<file path="config.mk">
export PLATFORM = sky130hd
export DESIGN_NAME = palette_sched
export DESIGN_NICKNAME = d
export VERILOG_FILES = /design/src/rtl/palette_sched.sv
export SDC_FILE = /design/constraint.sdc
export NUM_CORES = 1
export LEC_CHECK = 0
export ABC_AREA = 1
export BUFFER_PORTS_ARGS = -buffer_cell sky130_fd_sc_hd__buf_2
export CORE_MARGIN = 2
export CORE_UTILIZATION = 45
export CTS_BUF_LIST = sky130_fd_sc_hd__clkbuf_8 sky130_fd_sc_hd__clkbuf_16
export CTS_CLUSTER_DIAMETER = 200
export DETAILED_ROUTE_END_ITERATION = 7
export HOLD_SLACK_MARGIN = 0.15
export REMOVE_ABC_BUFFERS = 1
export SLEW_MARGIN = 10
export SYNTH_ARGS = -nofsm -noshare
export SYNTH_HDL_FRONTEND = slang
export SYNTH_SLANG_ARGS = --single-unit
export TNS_END_PERCENT = 20
</file>
<file path="constraint.sdc">
create_clock -name i_clk -period 2.07 [get_ports i_clk]
set_input_delay 0.5175 -clock i_clk [delete_from_list [all_inputs] [get_ports i_clk]]
set_output_delay 0.5175 -clock i_clk [all_outputs]
set_load 0.03 [all_outputs]
</file>
<file path="src/rtl/palette_sched.sv">
// Palette scheduler for the CGA palette mapper.
// Commands arrive over a valid/ready port and take effect only on a vsync rise.
//
// Ports:
//   i_clk, i_rst            pixel clock, async active-high reset
//   i_vsync                 vsync level (i_clk domain)
//   i_wr_valid/o_wr_ready   command handshake
//   i_wr_cmd, i_wr_period   command (00 pal0, 01 pal1, 10 toggle, 11 load period)
//   o_palette               palette select to mapper
//   o_pending               command latched, waiting for a frame boundary
//   o_frame_tick            one-cycle pulse after each frame boundary
module palette_sched #(
   parameter int   PERIOD_W    = 6,
   parameter logic DEFAULT_PAL = 1'b0
) (
   input  logic                i_clk,
   input  logic                i_rst,
   input  logic                i_vsync,
   input  logic                i_wr_valid,
   output logic                o_wr_ready,
   input  logic [1:0]          i_wr_cmd,
   input  logic [PERIOD_W-1:0] i_wr_period,
   output logic                o_palette,
   output logic                o_pending,
   output logic                o_frame_tick
);

   localparam logic [0:0] IDLE = 1'b0;
   localparam logic [0:0] PEND = 1'b1;

   logic [0:0]          state;
   logic                vs_q;
   logic                fb;
   logic                accept;
   logic [1:0]          pend_cmd;
   logic [PERIOD_W-1:0] pend_per;
   logic [PERIOD_W-1:0] period;
   logic [PERIOD_W-1:0] frame_cnt;

   assign fb         = i_vsync & ~vs_q;
   assign o_wr_ready = (state == IDLE);
   assign o_pending  = (state == PEND);
   assign accept     = i_wr_valid & o_wr_ready;

   // vs_q resets high so a vsync already high at release is not an edge.
   always_ff @(posedge i_clk or posedge i_rst) begin
      if (i_rst) begin
         state        <= IDLE;
         vs_q         <= 1'b1;
         pend_cmd     <= 2'b00;
         pend_per     <= '0;
         period       <= '0;
         frame_cnt    <= '0;
         o_palette    <= DEFAULT_PAL;
         o_frame_tick <= 1'b0;
      end else begin
         vs_q         <= i_vsync;
         o_frame_tick <= fb;
         case (state)
            IDLE: begin
               // A command accepted on a boundary waits for the next one.
               if (accept) begin
                  pend_cmd <= i_wr_cmd;
                  pend_per <= i_wr_period;
                  state    <= PEND;
               end
            end
            PEND: begin
               if (fb) begin
                  state     <= IDLE;
                  frame_cnt <= '0;
                  case (pend_cmd)
                     2'b00:   o_palette <= 1'b0;
                     2'b01:   o_palette <= 1'b1;
                     2'b10:   o_palette <= ~o_palette;
                     default: period    <= pend_per;
                  endcase
               end
            end
            default: state <= IDLE;
         endcase
         // Auto-cycle only on boundaries where no command is applied.
         if (fb && (state == IDLE) && (period != '0)) begin
            if (frame_cnt == period - 1'b1) begin
               o_palette <= ~o_palette;
               frame_cnt <= '0;
            end else begin
               frame_cnt <= frame_cnt + 1'b1;
            end
         end
      end
   end

endmodule
</file>
==> flow_summary.rst, run 1 <==
.. list-table::
   :header-rows: 1

   * - Metric
     - Value
   * - Post-route core utilization
     - between 50% and 60%
   * - Final Hold Violating Endpoints
     - 0
   * - Fin Setup TNS
     - 0 ns
   * - Clk Latency, worst-skew pair
     - about 0.27 ns
   * - Endpoint required time on the critical path
     - 2.24 ns
   * - Element type at the critical path start
     - flop
   * - Fmax
     - 620.5 MHz
   * - Endpoint of the worst setup timing path
     - frame_cnt[2]
   * - Total CTS buffers
     - 3
   * - Setup violators final
     - 0
   * - Maximum number of pins on one net before global-route repair
     - 15
   * - Post-Route Skew
     - 0.006491 ns
   * - Unrepaired setup endpoints after global routing
     - no
   * - Die span in x
     - 57.26 µm
   * - Slew at the pin closest to its max-slew limit
     - slightly above 0.5 ns
   * - Cell family contributing the most delay on the critical path
     - simple AND/OR/NAND/NOR gates
   * - Total power after layout
     - around 1.8 mW
   * - Length in cells of the worst reg-to-reg path
     - 11
   * - Ranking of synthesized cells by area
     - sky130_fd_sc_hd__dfrtp_1 (45%), sky130_fd_sc_hd__nand2_1 (12%), sky130_fd_sc_hd__nand3_1 (9.0%)
   * - Top-count cell post-synth
     - sky130_fd_sc_hd__nand2_1
   * - Die H
     - approximately 57 µm
   * - Worst-path clk slew
     - about 0.090 ns
   * - Cell internal power dissipation
     - 1.065 mW
   * - Logic depth of the worst path, buffers included
     - 11
   * - Number of DRC markers after the initial detailed-route iteration
     - 44
   * - Cell Area, Synth
     - 1276 µm²
   * - Initial Utilization
     - 46.68%
   * - CTS Root Buffer Type
     - sky130_fd_sc_hd__clkbuf_8
   * - Min-delay worst type
     - in -> async
   * - List of cells traversed by the critical path
     - inv_2, ha_1, inv_1, nand2_1, nand2_1, nor2_1, nand3_2, nor2_4, nand2_2, nand3_1, nand2_1
   * - Port buffer count
     - 15
   * - Static leakage
     - around 0.75 nW
   * - Clock network fraction of design power
     - roughly 18%
   * - First-pass GRT wire length
     - 4526 µm
   * - Flop2flop setup slack
     - around 0.46 ns
   * - Crit path max-delay cell type
     - sky130_fd_sc_hd__dfrtp_1
   * - Routability-driven placement congestion ratio
     - about 0.81
   * - Final period utilization
     - between 70 and 80%
   * - Post-synthesis average cell area
     - 8.396 µm²
   * - Worst reg2reg path startpoint
     - period[0]
   * - Post-detailed-placement half-perimeter wirelength
     - between 1500 and 2000 µm
   * - Number of buffers between clock root and the deepest sink
     - 2
   * - Run status
     - finished clean
   * - Instance count of the mapped netlist
     - 152
   * - Remaining number of nets flagged by the antenna check after routing
     - 0
   * - Share of total power consumed by net switching
     - 40.59%
   * - Hold_buf cts
     - 0
   * - Vias in the first global route
     - 1,014
   * - Congestion Overflow GR
     - 0
   * - CP Data Arrival Time
     - around 1.8 ns
   * - Fraction of power consumed by sequential logic
     - 41.4%
   * - Category of the critical setup timing path
     - reg -> reg
   * - Syn. warnings
     - 0
   * - Total net switching power
     - ~730 µW
   * - Slowest Stage Delay on Critical Path
     - 0.38 ns
   * - Kind of capture point of the worst setup path
     - flop
   * - Average wire per standard cell
     - about 12 µm
   * - GRT Util Overall
     - around 18%
   * - Number of enable-type register cells in the synthesized netlist
     - 0
   * - Number of levels in the clock H-tree
     - 1
   * - # IOs
     - 16
   * - Overall routed net length
     - 2430 µm
   * - Peak supply drop
     - 0.6984 mV
   * - Relative contribution of combinational cells to total power
     - between 40 and 50%
   * - Resize count post-CTS
     - 0
   * - Clock period minus worst slack
     - around 1.6 ns
   * - DR vias
     - ~1,000
   * - Worst setup path start
     - period[0]
   * - Number of synthesized register bits
     - 24
   * - Max cap viols
     - 0
   * - Library cell appearing most often on the critical path
     - sky130_fd_sc_hd__nand2_1
   * - Top cells by instance count after synthesis
     - sky130_fd_sc_hd__nand2_1 (41), sky130_fd_sc_hd__dfrtp_1 (23), sky130_fd_sc_hd__nand3_1 (23)
   * - Final count of pins violating max slew
     - 0
   * - Post-synthesis cell type with the largest combined area
     - sky130_fd_sc_hd__dfrtp_1
   * - Most used DFF post-synth
     - sky130_fd_sc_hd__dfrtp_1
   * - Synthesis-to-layout area growth
     - 13.82%
   * - Worst R2R End
     - frame_cnt[2]
   * - TritonCTS clock tree
     - done
   * - P per Cell Area
     - roughly 1200 nW/µm²
   * - Nets
     - 188
   * - Count of antenna diodes in the layout
     - 0
   * - Layout cells sized above 1
     - around a quarter
   * - 1st-pass router iterations
     - 4
   * - Number of antenna violations at the first check in global routing
     - 0
   * - DR DRC count
     - 0
   * - Number of different library cells in the post-synthesis netlist
     - 20
   * - Number of setup buffers added after CTS
     - 0
   * - Die area
     - ~3300 µm²
   * - Ys async rst share
     - 100.0%
   * - Maximum net fanout on the critical path
     - 7
   * - Routed via count divided by cell count
     - roughly 5.0
   * - Standard cell core area
     - about 2700 µm²
   * - Worst relative slew slack
     - between 60% and 70%
   * - Row count
     - 19
   * - Area share of the leading cell type in the synthesized netlist
     - a little under half
   * - Sum of buffers and inverters on the critical path
     - 2
   * - Post-synthesis sequential area ratio
     - about 47%
   * - Clk sinks
     - 24
-- metrics by stage --
step | hold slack (ns) | area, µm² | cells | worst slack [ns]
6_report | 0.2633 | 1453 | 203 | 0.4583
5_1_grt | 0.3082 | 1453 | 203 | 0.2810
4_1_cts | 0.2873 | 1453 | 203 | 0.4530
3_5_place_dp | 0.4769 | 1398 | 199 | 0.4523
3_3_place_gp | 0.4657 | 1398 | 199 | 0.4588
2_1_floorplan | 0.4476 | 1269 | 151 | 0.3719
-- worst min path at each step --
stage,from,to,cells after the start
floorplan,pend_per[0],period[0],2
global placement,pend_per[0],period[0],2
detailed placement,pend_per[1],period[1],2
CTS,i_rst,o_frame_tick,2
global route,i_rst,o_frame_tick,2
finish,i_rst,o_frame_tick,2
-- registers in the layout, indices dropped and copies added, names as in the netlist --
register,cells
o_palette,1
vs_q,1
pend_per,6
frame_cnt,6
period,6
o_pending,1
o_frame_tick,1
pend_cmd,2
-- logic make-up (layout without fill, tap and decap cells) --
logic type / Yosys count / in the layout / synth area share [%]
buf+inv: 24 / 44 / 7.353
compound gates: 9 / 9 / 3.529
fa+ha+maj: 3 / 3 / 2.941
xor+xnor: 4 / 4 / 2.745
flops: 24 / 24 / 47.16
simple gates: 79 / 79 / 28.33
mux: 9 / 9 / 7.941
-- layout make-up --
cell class,instances,area (µm²)
Clock buffer,4,55.05
Fill cell,263,1281
Inverter,23,86.33
Multi-Input combinational cell,104,580.6
Sequential cell,24,601.8
Tap cell,31,38.79
Timing Repair Buffer,17,90.09
-- routing by layer --
layer	share of wire, %	routed length [µm]	vias to the layer above	GRT usage [%]
met5	0	0	-	0
met4	1.2	29	0	5.980
met3	2.8	69	4	2.948
met2	47	1145	19	27.91
met1	49	1185	471	24.45
li1	-	-	530	-
-- power groups by stage --
stage	logic [mW]	registers, mW	clock network [mW]
after floorplan	0.558	0.749	0
after global placement	0.718	0.746	0
after detailed placement	0.731	0.750	0
after CTS	0.737	0.742	0.326
after global routing	0.842	0.771	0.346
final	0.734	0.742	0.316
-- cell usage in the layout, fill, tap and decap left out --
cell	synthesis	routed
sky130_fd_sc_hd__nand2_1	41	41
sky130_fd_sc_hd__nand3_1	23	23
sky130_fd_sc_hd__dfrtp_1	23	23
sky130_fd_sc_hd__inv_1	15	15
sky130_fd_sc_hd__buf_2	0	15
sky130_fd_sc_hd__mux2_2	9	9
sky130_fd_sc_hd__inv_2	8	8
sky130_fd_sc_hd__o21ai_0	6	6
sky130_fd_sc_hd__nor2_1	5	5
sky130_fd_sc_hd__xor2_1	4	4
sky130_fd_sc_hd__clkbuf_8	0	4
sky130_fd_sc_hd__a21oi_1	3	3
sky130_fd_sc_hd__ha_1	3	3
sky130_fd_sc_hd__nor2_2	2	2
sky130_fd_sc_hd__nand2_2	2	2
sky130_fd_sc_hd__nand4_1	2	2
sky130_fd_sc_hd__buf_4	1	2
sky130_fd_sc_hd__nand3_2	1	1
sky130_fd_sc_hd__nor2_4	1	1
sky130_fd_sc_hd__nor3_2	1	1
sky130_fd_sc_hd__nor3_1	1	1
sky130_fd_sc_hd__dfstp_2	1	1
-- worst register-to-register path, cell delays in order (launching register included) --
cell	delay [ns]
sky130_fd_sc_hd__dfrtp_1	0.38
sky130_fd_sc_hd__inv_2	0.08
sky130_fd_sc_hd__ha_1	0.31
sky130_fd_sc_hd__inv_1	0.05
sky130_fd_sc_hd__nand2_1	0.05
sky130_fd_sc_hd__nand2_1	0.05
sky130_fd_sc_hd__nor2_1	0.10
sky130_fd_sc_hd__nand3_2	0.10
sky130_fd_sc_hd__nor2_4	0.14
sky130_fd_sc_hd__nand2_2	0.10
sky130_fd_sc_hd__nand3_1	0.09
sky130_fd_sc_hd__nand2_1	0.05
(Power assumes the default switching activity.)
==> run 2: changes to the inputs <==
==> constraint.sdc (replaced) <==
create_clock -name i_clk -period 1.7 [get_ports i_clk]
set_input_delay 0.425 -clock i_clk [delete_from_list [all_inputs] [get_ports i_clk]]
set_output_delay 0.425 -clock i_clk [all_outputs]
set_load 0.03 [all_outputs]
==> run 2 against run 1 <==
  * Total power up 23%
  * Flip-flop and latch count unchanged
  * Largest power group is now combinational cells
  * Fmax up 3.6%
  * Core utilization up 0.46 points
  * Worst hold slack worse by 0.075 ns
  * Final area up 0.86%
==> flow_summary.rst, run 2 (synthesis results as in run 1) <==
.. list-table::
   :header-rows: 1

   * - Metric
     - Value
   * - TritonCTS clock tree
     - done
   * - Number of levels in the clock H-tree
     - 1 (unchanged)
   * - 1st-pass router iterations
     - 4 (unchanged)
   * - P per Cell Area
     - 1503 nW/µm² (+22%)
   * - Final period utilization
     - 91.51% (+14 points)
   * - Met3 wire length
     - 74 µm (+7.2%)
   * - Port buffer count
     - 15 (unchanged)
   * - Nets
     - 188 (unchanged)
   * - Vias in the first global route
     - 940 (-7.3%)
   * - Crit path max-delay cell type
     - sky130_fd_sc_hd__dfrtp_1
   * - Footprint of the multi-input gates
     - 593.1 µm² (+2.2%)
   * - Routed met2 length
     - 1101 µm (-3.8%)
   * - Number of cells in the finished layout apart from fillers
     - 203 (unchanged)
   * - Standard cell core area
     - 2734 µm² (unchanged)
   * - Remaining number of nets flagged by the antenna check after routing
     - 0 (unchanged)
   * - List of cells traversed by the critical path
     - inv_1, ha_4, inv_1, nand2_1, nand3_1, nand2_1, nand3_1, nor2_4, nand2_2, nand3_1, nand2_1
   * - Slew at the pin closest to its max-slew limit
     - 0.3390 ns (-0.1667 ns)
   * - Layout cells sized above 1
     - 27.33% (+0.58 points)
   * - Number of DRC markers after the initial detailed-route iteration
     - 22 (-50%)
   * - Number of placed cells counting well taps
     - 199 (unchanged)
   * - Die area
     - 3278 µm² (unchanged)
   * - Maximum net fanout on the critical path
     - 6 (-1)
   * - Number of antenna violations at the first check in global routing
     - 0 (unchanged)
   * - Die H
     - 57.26 µm (unchanged)
   * - Max cap viols
     - 0 (unchanged)
   * - Category of the critical setup timing path
     - reg -> reg
   * - Resize count post-CTS
     - 0 (unchanged)
   * - Kind of capture point of the worst setup path
     - flop
   * - Peak supply drop
     - 0.8916 mV (+28%)
   * - FF+latch area
     - 601.8 µm² (unchanged)
   * - Overall routed net length
     - 2334 µm (-4.0%)
   * - Synthesis-to-layout area growth
     - 14.80%
   * - Row count
     - 19 (unchanged)
   * - CTS Root Buffer Type
     - sky130_fd_sc_hd__clkbuf_8
   * - Worst-path clk slew
     - 0.08 ns (about the same)
   * - Unrepaired setup endpoints after global routing
     - no
   * - Uppermost layer routed
     - met4
   * - Final count of pins violating max slew
     - 0 (unchanged)
   * - CP Data Arrival Time
     - 1.71 ns (-0.07 ns)
   * - Filler Cells Inserted
     - 252 (-4.2%)
   * - Min-delay worst type
     - in -> async
   * - Fin Setup TNS
     - 0 ns (unchanged)
   * - Post-Route Skew
     - 0.003413 ns (-0.003079 ns)
   * - Leading registers by flop count
     - frame_cnt: 6 flops, pend_per: 6 flops, period: 6 flops
   * - Number of buffers between clock root and the deepest sink
     - 2 (unchanged)
   * - GRT Util Overall
     - 15.56% (-2.0 points)
   * - Final Hold Violating Endpoints
     - 0 (unchanged)
   * - Worst relative slew slack
     - 77.35% (+11 points)
   * - Worst hold-check slack
     - 0.1888 ns (-0.07458 ns)
   * - Slowest Stage Delay on Critical Path
     - 0.39 ns (about the same)
   * - Endpoint required time on the critical path
     - 1.86 ns (-0.38 ns)
   * - Initial Utilization
     - 46.68% (unchanged)
   * - Count of antenna diodes in the layout
     - 0 (unchanged)
   * - Maximum number of pins on one net before global-route repair
     - 25 (+10)
   * - Most frequent cells in the layout
     - sky130_fd_sc_hd__nand2_1 (41), sky130_fd_sc_hd__nand3_1 (23), sky130_fd_sc_hd__dfrtp_1 (23)
   * - Static leakage
     - 0.7537 nW (about the same)
   * - Hold_buf cts
     - 0 (unchanged)
   * - Routed via count divided by cell count
     - 4.867 (-3.5%)
   * - Fmax
     - 642.8 MHz (+3.6%)
   * - Routability-driven placement congestion ratio
     - 0.8654 (+6.3%)
   * - Congestion Overflow GR
     - 0 (unchanged)
   * - Total routed wire length on the met1 layer
     - 1147 µm (-3.2%)
   * - Commonest non-fill, non-tap cell in the layout
     - sky130_fd_sc_hd__nand2_1
   * - Clock period minus worst slack
     - 1.556 ns (-0.05607 ns)
   * - Average wire per standard cell
     - 11.50 µm (-4.0%)
   * - Clk sinks
     - 24 (unchanged)
   * - DR DRC count
     - 0 (unchanged)
   * - Final worst-path setup slack
     - 0.1444 ns (-0.3139 ns)
   * - Number of setup buffers added after CTS
     - 0 (unchanged)
   * - Clk Latency, worst-skew pair
     - 0.26 ns (about the same)
   * - DR vias
     - 988 (-3.5%)
   * - Element type at the critical path start
     - flop
   * - Total CTS buffers
     - 3 (unchanged)
   * - Run status
     - finished clean
   * - Die span in x
     - 57.26 µm (unchanged)
   * - Worst setup timing slack at the placement stage
     - 0.07125 ns (-0.3811 ns)
   * - First-pass GRT wire length
     - 4008 µm (-11%)
   * - # IOs
     - 16 (unchanged)
   * - Setup violators final
     - 0 (unchanged)
   * - Post-detailed-placement half-perimeter wirelength
     - 1849 µm (-3.9%)
-- run 2: cell counts in the layout (fill, tap and decap cells not counted) --
Identical to the previous run, type by type.
-- run 2: through the flow --
step                cell area [µm²]  total power [mW]  util (%)
finish                         1465             2.203     53.59
global route                   1465             2.386     53.59
CTS                            1453             2.184     53.14
detailed placement             1398             1.801     51.12
global placement               1398             1.779     51.12
floorplan                      1269             1.592         -
-- run 2: path summary, 6_finish.rpt --
path	start	endpoint	slack [ns]	cells past startpoint
worst max-delay path	period[1]	frame_cnt[1]	0.14	11
min in group i_clk	i_vsync	vs_q	0.27	1
max in group asynchronous	i_rst	vs_q	1.23	3
worst min-delay path	i_rst	o_frame_tick	0.19	3
worst max register to register	period[1]	frame_cnt[1]	0.14	11
worst min register to register	pend_per[0]	period[0]	0.49	2
-- run 2: critical path: cells and delay by family, from the launching register on --
| family | cells | cell delay, ns |
|---|---|---|
| simple gates | 8 | 0.68 |
| buf+inv | 2 | 0.21 |
| flops | 1 | 0.39 |
| fa+ha+maj | 1 | 0.18 |
-- run 2: area by class of cell --
| cell class | count | share of cell area, % |
|---|---|---|
| clock buffer | 4 | 3.757 |
| inverter | 23 | 5.892 |
| multi-input combinational | 104 | 40.48 |
| sequential | 24 | 41.08 |
| tap | 31 | 2.647 |
| timing repair buffer | 17 | 6.149 |
-- run 2: power breakdown --
group          internal, mW  total [mW]  switching, mW
combinational         0.359       0.923          0.564
sequential            0.753       0.902          0.149
clock                 0.206       0.378          0.172
total                  1.32        2.20          0.885
-- run 2: routing by layer --
| metal | vias to the layer above | global-route usage (%) |
|---|---|---|
| met5 | - | 0 |
| met4 | 0 | 2.326 |
| met3 | 3 | 3.175 |
| met2 | 16 | 26.77 |
| met1 | 446 | 20.85 |
| li1 | 523 | - |
==> run 3: changes to the inputs <==
--- a/config.mk
+++ b/config.mk
@@ -6,13 +6,16 @@
 export NUM_CORES = 1
 export LEC_CHECK = 0
 export ABC_AREA = 1
-export BUFFER_PORTS_ARGS = -buffer_cell sky130_fd_sc_hd__buf_2
+export CELL_PAD_IN_SITES_DETAIL_PLACEMENT = 0
+export CELL_PAD_IN_SITES_GLOBAL_PLACEMENT = 1
 export CORE_MARGIN = 2
 export CORE_UTILIZATION = 45
 export CTS_BUF_LIST = sky130_fd_sc_hd__clkbuf_8 sky130_fd_sc_hd__clkbuf_16
 export CTS_CLUSTER_DIAMETER = 200
 export DETAILED_ROUTE_END_ITERATION = 7
+export DONT_BUFFER_PORTS = 1
 export HOLD_SLACK_MARGIN = 0.15
+export PLACE_DENSITY_LB_ADDON = 0.1
 export REMOVE_ABC_BUFFERS = 1
 export SLEW_MARGIN = 10
 export SYNTH_ARGS = -nofsm -noshare
==> run 3 against run 2 <==
  * Critical path depth stayed put
  * Clock skew shrank 0.0013 ns
  * Clock power is 2% higher
  * Wire length rose by 3.0%
  * Flip-flop and latch count did not move
  * Core utilization fell by 1.5 points
  * Count of clock-buffer cells in the layout stayed put
  * Die area stayed put
  * Register-to-register slack about the same
==> flow_summary.rst, run 3 (synthesis results as in run 1) <==
.. list-table::
   :header-rows: 1

   * - Metric
     - Value
   * - Setup violators final
     - 0 (unchanged)
   * - Final worst-path setup slack
     - 0.1517 ns (+0.007310 ns)
   * - Row count
     - 19 (unchanged)
   * - Maximum net fanout on the critical path
     - 7 (+1)
   * - Element type at the critical path start
     - flop
   * - Kind of capture point of the worst setup path
     - flop
   * - Filler Cells Inserted
     - 260 (+3.2%)
   * - Fmax
     - 645.9 MHz (+0.47%)
   * - Commonest non-fill, non-tap cell in the layout
     - sky130_fd_sc_hd__nand2_1
   * - TritonCTS clock tree
     - done
   * - Met3 wire length
     - 80 µm (+8.1%)
   * - Post-detailed-placement cell area
     - 1338 µm² (-4.3%)
   * - # IOs
     - 16 (unchanged)
   * - Sum of buffers and inverters on the critical path
     - 2 (unchanged)
   * - Standard cell core area
     - 2734 µm² (unchanged)
   * - Crit path max-delay cell type
     - sky130_fd_sc_hd__dfrtp_1
   * - Die H
     - 57.26 µm (unchanged)
   * - Port buffer count
     - 0 (-15)
   * - List of cells traversed by the critical path
     - inv_2, ha_4, inv_1, nand2_1, nand3_1, nand2_1, nand3_1, nor2_4, nand2_2, nand3_1, nand2_1
   * - 1st-pass router iterations
     - 4 (unchanged)
   * - Slowest Stage Delay on Critical Path
     - 0.39 ns (about the same)
   * - Max cap viols
     - 0 (unchanged)
   * - Total power after layout
     - 2.202 mW (about the same)
   * - Worst-path clk slew
     - 0.08 ns (about the same)
   * - Congestion Overflow GR
     - 0 (unchanged)
   * - Slew at the pin closest to its max-slew limit
     - 0.3500 ns (+0.01099 ns)
   * - Number of setup buffers added after CTS
     - 0 (unchanged)
   * - Vias in the first global route
     - 937 (-0.32%)
   * - Remaining number of nets flagged by the antenna check after routing
     - 0 (unchanged)
   * - Most frequent cells in the layout
     - sky130_fd_sc_hd__nand2_1 (41), sky130_fd_sc_hd__nand3_1 (23), sky130_fd_sc_hd__dfrtp_1 (23)
   * - Unrepaired setup endpoints after global routing
     - no
   * - Number of antenna violations at the first check in global routing
     - 0 (unchanged)
   * - Post-detailed-placement half-perimeter wirelength
     - 1819 µm (-1.6%)
   * - Post-Route Skew
     - 0.002084 ns (-0.001329 ns)
   * - Overall routed net length
     - 2403 µm (+3.0%)
   * - DR vias
     - 956 (-3.2%)
   * - Die area
     - 3278 µm² (unchanged)
   * - Peak supply drop
     - 1.000 mV (+12%)
   * - Category of the critical setup timing path
     - reg -> reg
   * - Run status
     - finished clean
   * - Nets
     - 177 (-5.9%)
   * - Routed met2 length
     - 1107 µm (+0.54%)
   * - CTS Root Buffer Type
     - sky130_fd_sc_hd__clkbuf_8
   * - Routed via count divided by cell count
     - 4.979 (+2.3%)
   * - Post-route core utilization
     - 52.13% (-1.5 points)
   * - Average wire per standard cell
     - 12.52 µm (+8.9%)
   * - Clk sinks
     - 24 (unchanged)
   * - Count of antenna diodes in the layout
     - 0 (unchanged)
   * - Min-delay worst type
     - in -> reg
   * - Footprint of the multi-input gates
     - 593.1 µm² (unchanged)
   * - Number of buffers between clock root and the deepest sink
     - 2 (unchanged)
   * - Total CTS buffers
     - 3 (unchanged)
   * - Number of levels in the clock H-tree
     - 1 (unchanged)
   * - Cell area after layout
     - 1425 µm² (-2.7%)
   * - Maximum number of pins on one net before global-route repair
     - 25 (unchanged)
   * - First-pass GRT wire length
     - 4146 µm (+3.4%)
   * - GRT Util Overall
     - 16.44% (+0.87 points)
   * - DR DRC count
     - 0 (unchanged)
   * - P per Cell Area
     - 1545 nW/µm² (+2.8%)
   * - Fin Setup TNS
     - 0 ns (unchanged)
   * - Synthesis-to-layout area growth
     - 11.67%
   * - Number of DRC markers after the initial detailed-route iteration
     - 30 (+36%)
   * - Clock period minus worst slack
     - 1.548 ns (-0.007310 ns)
   * - Final Hold Violating Endpoints
     - 0 (unchanged)
   * - Layout cells sized above 1
     - 21.12% (-6.2 points)
   * - Final period utilization
     - 91.08% (-0.43 points)
   * - Endpoint required time on the critical path
     - 1.86 ns (about the same)
   * - FF+latch area
     - 601.8 µm² (unchanged)
   * - Total routed wire length on the met1 layer
     - 1183 µm (+3.1%)
   * - Cell family contributing the most delay on the critical path
     - simple AND/OR/NAND/NOR gates
   * - Worst relative slew slack
     - 76.61% (-0.73 points)
   * - Leading registers by flop count
     - frame_cnt: 6 flops, pend_per: 6 flops, period: 6 flops
   * - Routability-driven placement congestion ratio
     - 0.8721 (+0.77%)
   * - Flop2flop setup slack
     - 0.15 ns (about the same)
   * - Clk Latency, worst-skew pair
     - 0.27 ns (about the same)
   * - Final count of pins violating max slew
     - 0 (unchanged)
   * - Uppermost layer routed
     - met4
   * - Initial Utilization
     - 46.68% (unchanged)
   * - CP Data Arrival Time
     - 1.71 ns (about the same)
   * - Worst setup timing slack at the placement stage
     - 0.08263 ns (+0.01137 ns)
   * - Static leakage
     - 0.7121 nW (-5.5%)
   * - Die span in x
     - 57.26 µm (unchanged)
## run 3: final cells by class
cell class,count,share of cell area [%]
clock buffer,4,3.863
timing repair buffer,6,3.512
inverter,23,6.058
sequential,24,42.23
multi-input combinational,104,41.62
tap,31,2.722
## run 3: worst paths after layout
kind,startpoint,to,cells past startpoint
hold / removal,i_wr_cmd[1],pend_cmd[1],1
setup reg to reg,period[0],frame_cnt[5],11
hold reg to reg,pend_per[0],period[0],2
setup / recovery,period[0],frame_cnt[5],11
max in group asynchronous,i_rst,vs_q,3
min in group asynchronous,i_rst,pend_per[3],3
## run 3: per-stage QoR
stage | std cells | hold slack (ns)
after floorplan | 151 | 0.4295
after global placement | 186 | 0.3759
after global routing | 192 | 0.2922
after detailed placement | 186 | 0.3944
after CTS | 192 | 0.2974
final | 192 | 0.3017
## run 3: power by group
group | internal, mW | total, mW | switching [mW]
Clock | 0.207 | 0.385 | 0.178
Sequential | 0.752 | 0.933 | 0.181
Combinational | 0.352 | 0.884 | 0.533
Total | 1.31 | 2.20 | 0.891
## run 3: metal layers
metal,vias up,track usage [%]
li1,502,-
met5,-,0
met4,0,7.309
met1,434,22.53
met2,16,24.96
met3,4,3.855
## run 3: timing repair
item	CTS	global route
hold buffers	2	0
endpoints found under the hold margin	24	0
gates resized for setup	0	2
endpoints found under the setup margin	0	7
